$ cat src/rtl/fp32_mul_sequencer_if.sv
// Handshake and data bundle for fp32_mul_sequencer.
//   in_valid/in_ready/a/b        : operand channel (source -> unit)
//   out_valid/out_ready/result   : result channel (unit -> consumer)
//   flag_*                       : exception flags, qualified by out_valid
// The unit itself connects through the slave modport; the master modport
// is the view seen by the operand source / result consumer.
interface fp32_mul_sequencer_if;
    logic        in_valid;
    logic        in_ready;
    logic [31:0] a;
    logic [31:0] b;
    logic        out_valid;
    logic        out_ready;
    logic [31:0] result;
    logic        flag_invalid;
    logic        flag_overflow;
    logic        flag_underflow;
    logic        flag_inexact;

    modport slave (
        input  in_valid, a, b, out_ready,
        output in_ready, out_valid, result,
               flag_invalid, flag_overflow, flag_underflow, flag_inexact
    );

    modport master (
        output in_valid, a, b, out_ready,
        input  in_ready, out_valid, result,
               flag_invalid, flag_overflow, flag_underflow, flag_inexact
    );
endinterface

$ cat src/rtl/fp32_mul_sequencer.sv
// Sequenced IEEE-754 single-precision multiplier.
// Operands are classified, the 24x24 mantissa product is built one multiplier
// bit per cycle on a 48-bit accumulator, then normalized, rounded to
// nearest-even and packed. Denormal inputs are treated as signed zero and
// tiny results are flushed to signed zero.
// Ports:
//   clk  - rising-edge clock
//   rst  - asynchronous reset, active-high
//   bus  - fp32_mul_sequencer_if.slave (operand/result handshakes and flags)
//
// state    | meaning
// ---------+---------------------------------------------------------------
// IDLE     | in_ready=1, waiting for an operand pair
// CLASSIFY | decode operands; specials resolved here and go straight to DONE
// MULT     | 24 shift-add steps on the accumulator
// NORM     | pick the 23-bit fraction, guard and sticky from the product
// ROUND    | round to nearest-even, detect overflow/underflow, pack
// DONE     | result held; out_valid rises one cycle after entry
module fp32_mul_sequencer #(
    parameter int          MUL_ITERS = 24,
    parameter logic [31:0] QNAN      = 32'h7FC00000
) (
    input logic             clk,
    input logic             rst,
    fp32_mul_sequencer_if.slave bus
);
    typedef enum logic [2:0] {
        IDLE, CLASSIFY, MULT, NORM, ROUND, DONE
    } state_t;

    localparam logic [4:0] LAST_ITER = 5'(MUL_ITERS - 1);

    state_t state, state_n;

    logic [31:0] a_q, b_q;
    logic        sign_q;
    logic [23:0] mcand_q, mplier_q;
    logic [47:0] acc_q;
    logic [4:0]  cnt_q;
    logic signed [9:0] exp_q;
    logic [22:0] mant_q;
    logic        guard_q, sticky_q;
    logic [31:0] result_q;
    logic        inv_q, ovf_q, unf_q, inx_q;
    logic        out_valid_q;

    // operand classification
    logic [7:0] ea, eb;
    logic       a_zero, b_zero, a_inf, b_inf, a_nan, b_nan, special;
    assign ea      = a_q[30:23];
    assign eb      = b_q[30:23];
    assign a_zero  = (ea == 8'h00);
    assign b_zero  = (eb == 8'h00);
    assign a_inf   = (ea == 8'hFF) && (a_q[22:0] == 23'd0);
    assign b_inf   = (eb == 8'hFF) && (b_q[22:0] == 23'd0);
    assign a_nan   = (ea == 8'hFF) && (a_q[22:0] != 23'd0);
    assign b_nan   = (eb == 8'hFF) && (b_q[22:0] != 23'd0);
    assign special = a_zero || b_zero || a_inf || b_inf || a_nan || b_nan;

    logic signed [9:0] exp_sum;
    assign exp_sum = $signed({2'b00, ea}) + $signed({2'b00, eb}) - 10'sd127;

    // rounding
    logic              rnd_inc;
    logic [23:0]       mant_rnd;
    logic signed [9:0] exp_rnd;
    logic [22:0]       frac_rnd;
    logic              rnd_ovf, rnd_unf;
    assign rnd_inc  = guard_q && (sticky_q || mant_q[0]);
    assign mant_rnd = {1'b0, mant_q} + {23'd0, rnd_inc};
    // carry-out of the fraction bumps the exponent; fraction becomes zero
    assign exp_rnd  = mant_rnd[23] ? (exp_q + 10'sd1) : exp_q;
    assign frac_rnd = mant_rnd[23] ? 23'd0 : mant_rnd[22:0];
    assign rnd_ovf  = (exp_rnd >= 10'sd255);
    assign rnd_unf  = (exp_rnd <= 10'sd0);

    logic accept, handoff;
    assign accept  = bus.in_valid && (state == IDLE);
    assign handoff = out_valid_q && bus.out_ready;

    always_ff @(posedge clk or posedge rst) begin
        if (rst) state <= IDLE;
        else     state <= state_n;
    end

    always_comb begin
        state_n = state;
        case (state)
            IDLE:     if (accept) state_n = CLASSIFY;
            CLASSIFY: state_n = special ? DONE : MULT;
            MULT:     if (cnt_q == LAST_ITER) state_n = NORM;
            NORM:     state_n = ROUND;
            ROUND:    state_n = DONE;
            DONE:     if (handoff) state_n = IDLE;
            default:  state_n = IDLE;
        endcase
    end

    always_ff @(posedge clk or posedge rst) begin
        if (rst) begin
            a_q         <= '0;
            b_q         <= '0;
            sign_q      <= 1'b0;
            mcand_q     <= '0;
            mplier_q    <= '0;
            acc_q       <= '0;
            cnt_q       <= '0;
            exp_q       <= '0;
            mant_q      <= '0;
            guard_q     <= 1'b0;
            sticky_q    <= 1'b0;
            result_q    <= '0;
            inv_q       <= 1'b0;
            ovf_q       <= 1'b0;
            unf_q       <= 1'b0;
            inx_q       <= 1'b0;
            out_valid_q <= 1'b0;
        end else begin
            case (state)
                IDLE: begin
                    if (accept) begin
                        a_q <= bus.a;
                        b_q <= bus.b;
                    end
                end
                CLASSIFY: begin
                    sign_q   <= a_q[31] ^ b_q[31];
                    mcand_q  <= {1'b1, a_q[22:0]};
                    mplier_q <= {1'b1, b_q[22:0]};
                    exp_q    <= exp_sum;
                    acc_q    <= '0;
                    cnt_q    <= '0;
                    inv_q    <= 1'b0;
                    ovf_q    <= 1'b0;
                    unf_q    <= 1'b0;
                    inx_q    <= 1'b0;
                    if (a_nan || b_nan || (a_inf && b_zero) || (a_zero && b_inf)) begin
                        result_q <= QNAN;
                        inv_q    <= 1'b1;
                    end else if (a_inf || b_inf) begin
                        result_q <= {a_q[31] ^ b_q[31], 8'hFF, 23'd0};
                    end else begin
                        result_q <= {a_q[31] ^ b_q[31], 31'd0};
                    end
                end
                MULT: begin
                    if (mplier_q[cnt_q])
                        acc_q <= acc_q + ({24'd0, mcand_q} << cnt_q);
                    cnt_q <= cnt_q + 5'd1;
                end
                NORM: begin
                    if (acc_q[47]) begin
                        mant_q   <= acc_q[46:24];
                        exp_q    <= exp_q + 10'sd1;
                        guard_q  <= acc_q[23];
                        sticky_q <= |acc_q[22:0];
                    end else begin
                        mant_q   <= acc_q[45:23];
                        guard_q  <= acc_q[22];
                        sticky_q <= |acc_q[21:0];
                    end
                end
                ROUND: begin
                    if (rnd_ovf) begin
                        result_q <= {sign_q, 8'hFF, 23'd0};
                        ovf_q    <= 1'b1;
                        inx_q    <= 1'b1;
                    end else if (rnd_unf) begin
                        result_q <= {sign_q, 31'd0};
                        unf_q    <= 1'b1;
                        inx_q    <= 1'b1;
                    end else begin
                        result_q <= {sign_q, exp_rnd[7:0], frac_rnd};
                        inx_q    <= guard_q | sticky_q;
                    end
                end
                DONE: begin
                    // first DONE cycle raises out_valid; handoff drops it
                    out_valid_q <= !handoff;
                end
                default: ;
            endcase
        end
    end

    assign bus.in_ready       = (state == IDLE);
    assign bus.out_valid      = out_valid_q;
    assign bus.result         = result_q;
    assign bus.flag_invalid   = inv_q;
    assign bus.flag_overflow  = ovf_q;
    assign bus.flag_underflow = unf_q;
    assign bus.flag_inexact   = inx_q;
endmodule

$ cat src/flat_wrapper.sv
// flat-port wrapper written by rule: the top's interface ports become plain ports
module fp32_mul_sequencer_flat 
#(
    parameter int          MUL_ITERS = 24,
    parameter logic [31:0] QNAN      = 32'h7FC00000
)
  (clk, rst, bus_in_valid, bus_a, bus_b, bus_out_ready, bus_in_ready, bus_out_valid, bus_result, bus_flag_invalid, bus_flag_overflow, bus_flag_underflow, bus_flag_inexact);
  fp32_mul_sequencer_if bus_i ();
  input logic clk;
  input logic rst;
  input wire logic [$bits(bus_i.in_valid)-1:0] bus_in_valid;
  input wire logic [$bits(bus_i.a)-1:0] bus_a;
  input wire logic [$bits(bus_i.b)-1:0] bus_b;
  input wire logic [$bits(bus_i.out_ready)-1:0] bus_out_ready;
  output wire logic [$bits(bus_i.in_ready)-1:0] bus_in_ready;
  output wire logic [$bits(bus_i.out_valid)-1:0] bus_out_valid;
  output wire logic [$bits(bus_i.result)-1:0] bus_result;
  output wire logic [$bits(bus_i.flag_invalid)-1:0] bus_flag_invalid;
  output wire logic [$bits(bus_i.flag_overflow)-1:0] bus_flag_overflow;
  output wire logic [$bits(bus_i.flag_underflow)-1:0] bus_flag_underflow;
  output wire logic [$bits(bus_i.flag_inexact)-1:0] bus_flag_inexact;
  assign bus_i.in_valid = bus_in_valid;
  assign bus_i.a = bus_a;
  assign bus_i.b = bus_b;
  assign bus_i.out_ready = bus_out_ready;
  assign bus_in_ready = bus_i.in_ready;
  assign bus_out_valid = bus_i.out_valid;
  assign bus_result = bus_i.result;
  assign bus_flag_invalid = bus_i.flag_invalid;
  assign bus_flag_overflow = bus_i.flag_overflow;
  assign bus_flag_underflow = bus_i.flag_underflow;
  assign bus_flag_inexact = bus_i.flag_inexact;
  fp32_mul_sequencer #(.MUL_ITERS(MUL_ITERS), .QNAN(QNAN)) u_core (.clk(clk), .rst(rst), .bus(bus_i));
endmodule
$ cat config.mk
export PLATFORM = sky130hd
export DESIGN_NAME = fp32_mul_sequencer_flat
export DESIGN_NICKNAME = d
export VERILOG_FILES = /design/src/rtl/fp32_mul_sequencer_if.sv /design/src/rtl/fp32_mul_sequencer.sv /design/src/flat_wrapper.sv
export SDC_FILE = /design/constraint.sdc
export NUM_CORES = 1
export LEC_CHECK = 0
export CAP_MARGIN = 20
export CORE_ASPECT_RATIO = 0.5
export CORE_MARGIN = 2
export CORE_UTILIZATION = 60
export DETAILED_ROUTE_END_ITERATION = 8
export HOLD_SLACK_MARGIN = 0.1
export PLACE_DENSITY_LB_ADDON = 0.1
export SYNTH_ARGS = -nofsm -noshare
export SYNTH_HDL_FRONTEND = slang
export SYNTH_SLANG_ARGS = --single-unit
$ cat constraint.sdc
create_clock -name clk -period 9.46 [get_ports clk]
set_input_delay 1.892 -clock clk [delete_from_list [all_inputs] [get_ports clk]]
set_output_delay 1.892 -clock clk [all_outputs]
set_load 0.05 [all_outputs]
* Word-level counts from Yosys, hierarchy flattened
Index checks and enable logic that the tools add are counted.
** Storage, ports and cells
- Register bits after elaboration :: 241
- Input port bits :: 68
** Operators by class
- $add $sub $neg :: 6
- $lt $le $gt $ge :: 3
- Equal/unequal tests :: 16
- Shift operators :: 1
- Muxes and demuxes :: 31
- Bitwise logic cells :: 2
- Reduce and logical (&&, ||, !) cells :: 38
** Operators with widths (number)
- case mux 48 bit (2 select lines) :: 1
- 2-to-1 mux 31 bit :: 3
- case mux 32 bit (2 select lines) :: 1
- adder 48 bit :: 1
- 2-to-1 mux 48 bit :: 1
- left shift 24 x 5 -> 48 bit :: 1
- zero test 23 bit :: 2
- 2-to-1 mux 23 bit :: 2
- nonzero test 23 bit :: 2
- 2-to-1 mux 32 bit :: 1
- adder 23 x 1 -> 24 bit :: 1
- OR reduction 23 bit :: 1
- OR reduction 22 bit :: 1
- 2-to-1 mux 10 bit :: 2
- case mux 10 bit (2 select lines) :: 1
- case mux 3 bit (6 select lines) :: 1
- == test 8 bit, second input constant :: 2
- zero test 8 bit :: 2
- != test 2 x 1 -> 1 bit, second input constant :: 7
- 2-to-1 mux 3 bit :: 4
- adder 10 x 2 -> 10 bit, second input constant :: 1
- greater-or-equal comparator 10 x 9 -> 1 bit, second input constant :: 1
- less-or-equal comparator 10 x 1 -> 1 bit, second input constant :: 1
- logical OR 1 bit :: 10
- 21 further kinds :: 47

* Logic depth before layout (Yosys ltp)
- Depth in word-level cells :: 8
- Mapped depth :: 21

* Least setup slack after synthesis
No wires, ideal clock.
- Path type :: flip-flop to flip-flop
- Start :: register u_core.cnt_q[0]
- End :: register u_core.acc_q[41]
- Setup time :: 0.083 ns
- Arrival time :: 4.565 ns
- Data required time :: 9.377 ns
- Slack :: 4.812 ns
- Cell stages (with the launch flop) :: 16
- Path buffers :: 3
- Cells stage by stage :: dfrtp_1 -> buf_2 -> buf_1 -> buf_2 -> mux4_2 -> mux2i_1 -> mux2_2 -> nor2_1 -> ha_1 -> nand4_1 -> o41ai_1 -> o211ai_1 -> a2111oi_0 -> o21ai_0 -> xor2_1 -> o21ai_0
** On the way
- Cells in the longest elaborated chain, start to end :: 4
** RTL lines
- from (decl) :: line fp32_mul_sequencer.sv:39 : logic [4:0] cnt_q;
- from (signal assigned) :: line fp32_mul_sequencer.sv:149 : cnt_q <= cnt_q + 5'd1;
- left shift 24 x 5 -> 48 bit / binary-select mux 1 bit (select 5 bit) (equally long branches) :: line fp32_mul_sequencer.sv:148, fp32_mul_sequencer.sv:147
- adder 48 bit / 2-to-1 mux 1 bit (equally long branches) :: line fp32_mul_sequencer.sv:148, fp32_mul_sequencer.sv:147
- 2-to-1 mux 48 bit / != test 2 x 1 -> 1 bit (equally long branches)
- case mux 48 bit (2 select lines) / AND reduction 2 bit (equally long branches)
- to (signal assigned) :: line fp32_mul_sequencer.sv:148 : acc_q <= acc_q + ({24'd0, mcand_q} << cnt_q);
- to (decl) :: line fp32_mul_sequencer.sv:38 : logic [47:0] acc_q;
Several ways; a longest one is shown, not always the timed one. The select of a mux whose other input is x is not followed.
A chain may end at the register's enable or synchronous reset.

* Worst setup path after layout
Ends and elaborated chain as after synthesis.

==> metrics.log <==
INFO  metric run_status = finished, final reports clean
INFO  metric areaGrowthSynthToFinish = 13.5%
INFO  metric first_drt_pass_iteration_count = 6
INFO  metric dr_vias_cell = 6.28
INFO  metric top_level_ports = 106
INFO  metric cts_buffers = 24
INFO  metric synth-async-reset-ratio = 1.00
INFO  metric accumulated_negative_setup_slack = 0 ns
INFO  metric post-dp-hpwl = 31,000 um
INFO  metric worst_hold_path_stage_count = 2
INFO  metric ctsLongestPathBuffers = 3
INFO  metric post_cts_buffers = 0
INFO  metric finalHoldWorstSlack = 0.474 ns
INFO  metric critical_path.max_fanout = 39
INFO  metric critical_path.most_common_cell = o21ai_0
INFO  metric biggest_area_contributors_in_the_synthesized_netlist = dfrtp_1, nand2_1, mux2_2, ha_1, o21ai_0
INFO  metric finalClockSkew = 0.0169 ns
INFO  metric crit_family = compound AO/OA/AOI/OAI gates
INFO  metric syn_inst = 1,720
INFO  metric first_global_vias = 12,800
INFO  metric worst_r2r_path_depth = 14
INFO  metric antenna-diode-count = 0
INFO  metric cts_tree = built
INFO  metric port_buffers = 105
INFO  metric finalWirelength = 42,600 um
INFO  metric floorplan.core_area = 0.0252 mm2
INFO  metric worst_skew_pair.late_latency = 0.55 ns
INFO  metric cts_sink_cnt = 240
INFO  metric yosysWarningCount = 0
INFO  metric cell_count_along_the_critical_path = 14
INFO  metric share_of_the_synthesized_area_in_the_top_cell_type = 0.389
INFO  metric wire_length_of_the_first_global_routing_pass = 68,400 um
INFO  metric layout_min_cycle_time = 5.39 ns
INFO  metric power.ir.vdd_worst = 0.000218 V
INFO  metric drc_errors = 0
INFO  metric drt-wirelength-per-cell = 20.0 um
INFO  metric cp-startpoint = u_core.cnt_q[0]
INFO  metric layout_cell_share_with_drive_strength_beyond_1 = 0.112
INFO  metric clock_pin_slew_of_the_registers_on_the_worst_case_setup_and_hold_paths = 0.07 ns
INFO  metric first_iter_violations = 1,379
INFO  metric worst-path-buf-inv = 1
INFO  metric final_common_cell = nand2_1
INFO  metric finalCritPeriodShare = 0.569
INFO  metric grt_max_degree = 106
INFO  metric power_density = 327 mW/mm2
INFO  metric clock_tree.htree_level_count = 1
INFO  metric cts_hold_buf = 0
INFO  metric hold_viol_final = 0
INFO  metric max_freq = 186 MHz
INFO  metric finish.net_count = 1,894
INFO  metric commonest_cells_after_routing_fill_and_taps_aside = nand2_1, dfrtp_1, o21ai_0
INFO  metric crit_path_end_kind = flop
INFO  metric grt_antenna_before_repair = 2
INFO  metric synth_register_bits = 240
INFO  metric timing_max_transition_violations_final = 0
INFO  metric tightestPinTransition = 0.963 ns
INFO  metric critical_path.startpoint_type = flop
INFO  metric setup_viol_count_final = 0
INFO  metric ctsResizeCount = 0
INFO  metric initial_utilization = 0.611
INFO  metric critical_path.slowest_cell = dfrtp_2
INFO  metric synthesis.area = 0.0154 mm2
INFO  metric ys_dominant_reg_cell = dfrtp_1
INFO  metric maxSlewHeadroom = 0.358
INFO  metric data_arrival_time_at_the_worst_slack_endpoint = 5.84 ns
INFO  metric critPathRequiredTime = 9.92 ns
INFO  metric synth.yosys.seq_area_share = 0.389
INFO  metric detail-route-antenna-nets = 0
INFO  metric syn-mean-instance-area = 8.97 um2
INFO  metric via_count = 13,300
INFO  metric gp_routability_congestion = 0.950
INFO  metric rsz0062_at_grt = no
INFO  metric rows = 41
INFO  metric fp.dieW = 231 um
INFO  metric timing.rr.start = u_core.cnt_q[0]
INFO  metric hold_path_class = reg -> reg
INFO  metric drv_cap = 0
INFO  metric root_buffer = clkbuf_16
INFO  metric worstHoldStart = u_core.mplier_q[2]
INFO  metric critical_path_cell_by_cell = mux2_2 -> o21ai_0 -> inv_1 -> a21oi_1 -> mux2_2 -> nor2_1 -> ha_1 -> nand4_1 -> o41ai_1 -> o211ai_1 -> a2111oi_0 -> o21ai_0 -> xor2_1 -> o21ai_0
INFO  metric yosysUniqueCellTypes = 74
INFO  metric synthDominantAreaCellType = dfrtp_1
INFO  metric timing.critical_path.slowest_cell_delay = 0.99 ns
INFO  metric synth_enable_flop_cells = 0
INFO  metric grtUsageTotal = 0.314
INFO  metric critPathKind = reg -> reg
INFO  metric fp.dieArea = 0.0271 mm2
INFO  metric synthesis.nets = 1,850
INFO  metric grt_overflow = 0
INFO  metric fp.dieH = 117 um
INFO  metric static_power_due_to_leakage = 7.40 nW
-- metrics by stage --
stage                     instance area [um2]  setup slack, ns  utilization  total power (W)  cells
after floorplan                         15400            0.980            -          0.00382   1720
after global placement                  16600             4.44        0.660          0.00452   2081
after detailed placement                16600             4.20        0.660          0.00462   2081
after CTS                               17500             4.17        0.693          0.00568   2125
after global routing                    17500             3.73        0.694          0.00610   2126
final                                   17500             4.07        0.694          0.00573   2126
-- final timing paths --
path	endpoint	slack [ns]
max in group asynchronous	u_core.cnt_q[0]	6.13
hold / removal	u_core.mplier_q[2]	0.47
min in group asynchronous	u_core.b_q[23]	1.88
hold reg to reg	u_core.mplier_q[2]	0.47
setup reg to reg	u_core.acc_q[41]	4.07
setup / recovery	u_core.acc_q[41]	4.07
-- cell families (layout without fill, tap and decap cells) --
| group | count (synthesis) | count (layout) | share of synthesized area |
|---|---|---|---|
| buffers and inverters | 129 | 191 | 0.0329 |
| multiplexers | 156 | 156 | 0.118 |
| adder cells (fa/ha/maj) | 62 | 62 | 0.0513 |
| AO/OA/AOI/OAI | 419 | 419 | 0.171 |
| flip-flops | 240 | 240 | 0.389 |
| AND/OR/NAND/NOR | 632 | 632 | 0.191 |
| XOR/XNOR | 82 | 82 | 0.0466 |
-- cells in the mapped netlist, types with 7 or more instances --
cell      count
a21o_1       33
a21oi_1      96
a31oi_1      15
and2_1       15
and3_1       11
and4_1       11
buf_1        16
buf_2         7
clkbuf_1     78
dfrtp_1     240
ha_1         60
inv_1        24
mux2_2       85
mux2i_1      59
mux4_2       12
nand2_1     281
nand2b_1     11
nand3_1      81
nand3b_1      7
nand4_1      32
nor2_1      111
nor3_1       15
nor4_1       22
o211ai_1     12
o21a_1        8
o21ai_0     135
o21ai_2      20
o21bai_1     12
o22ai_1      20
o31ai_1      11
o32ai_1       9
or3_1         8
xnor2_1      42
xor2_1       40
-- flip-flops by register name, summed over array words and instances, names as in the netlist, 5 cells and up --
signal,flops
u_core.a_q,32
u_core.mplier_q,24
u_core.b_q,32
u_core.acc_q,48
u_core.mcand_q,23
u_core.mant_q,23
u_core.exp_q,10
u_core.cnt_q,5
u_core.bus.result,32
-- cell type report --
cell class,count,area (um2)
Multi-Input combinational cell,1351,8940
Clock inverter,16,215
Tap cell,344,430
Clock buffer,28,636
Fill cell,1952,7730
Inverter,26,105
Sequential cell,240,6010
Timing Repair Buffer,121,1170
-- where the power goes --
group	internal [W]	total [W]	switching (W)
Sequential	0.00139	0.00180	0.000413
Clock	0.000598	0.00104	0.000443
Combinational	0.00114	0.00289	0.00175
-- worst register-to-register path, delay by kind of cell (launching register included) --
kind / cells / cell delay [ns]
AO/OA/AOI/OAI: 7 / 2.71
flip-flops: 1 / 0.99
multiplexers: 2 / 0.66
adder cells (fa/ha/maj): 1 / 0.39
AND/OR/NAND/NOR: 2 / 0.26
XOR/XNOR: 1 / 0.19
buffers and inverters: 1 / 0.08
-- layer usage --
metal	wire [um]	GRT usage
met1	20100	0.472
met2	18500	0.469
met3	3240	0.0727
met4	695	0.0524
met5	27	0
(Power assumes the default switching activity.)
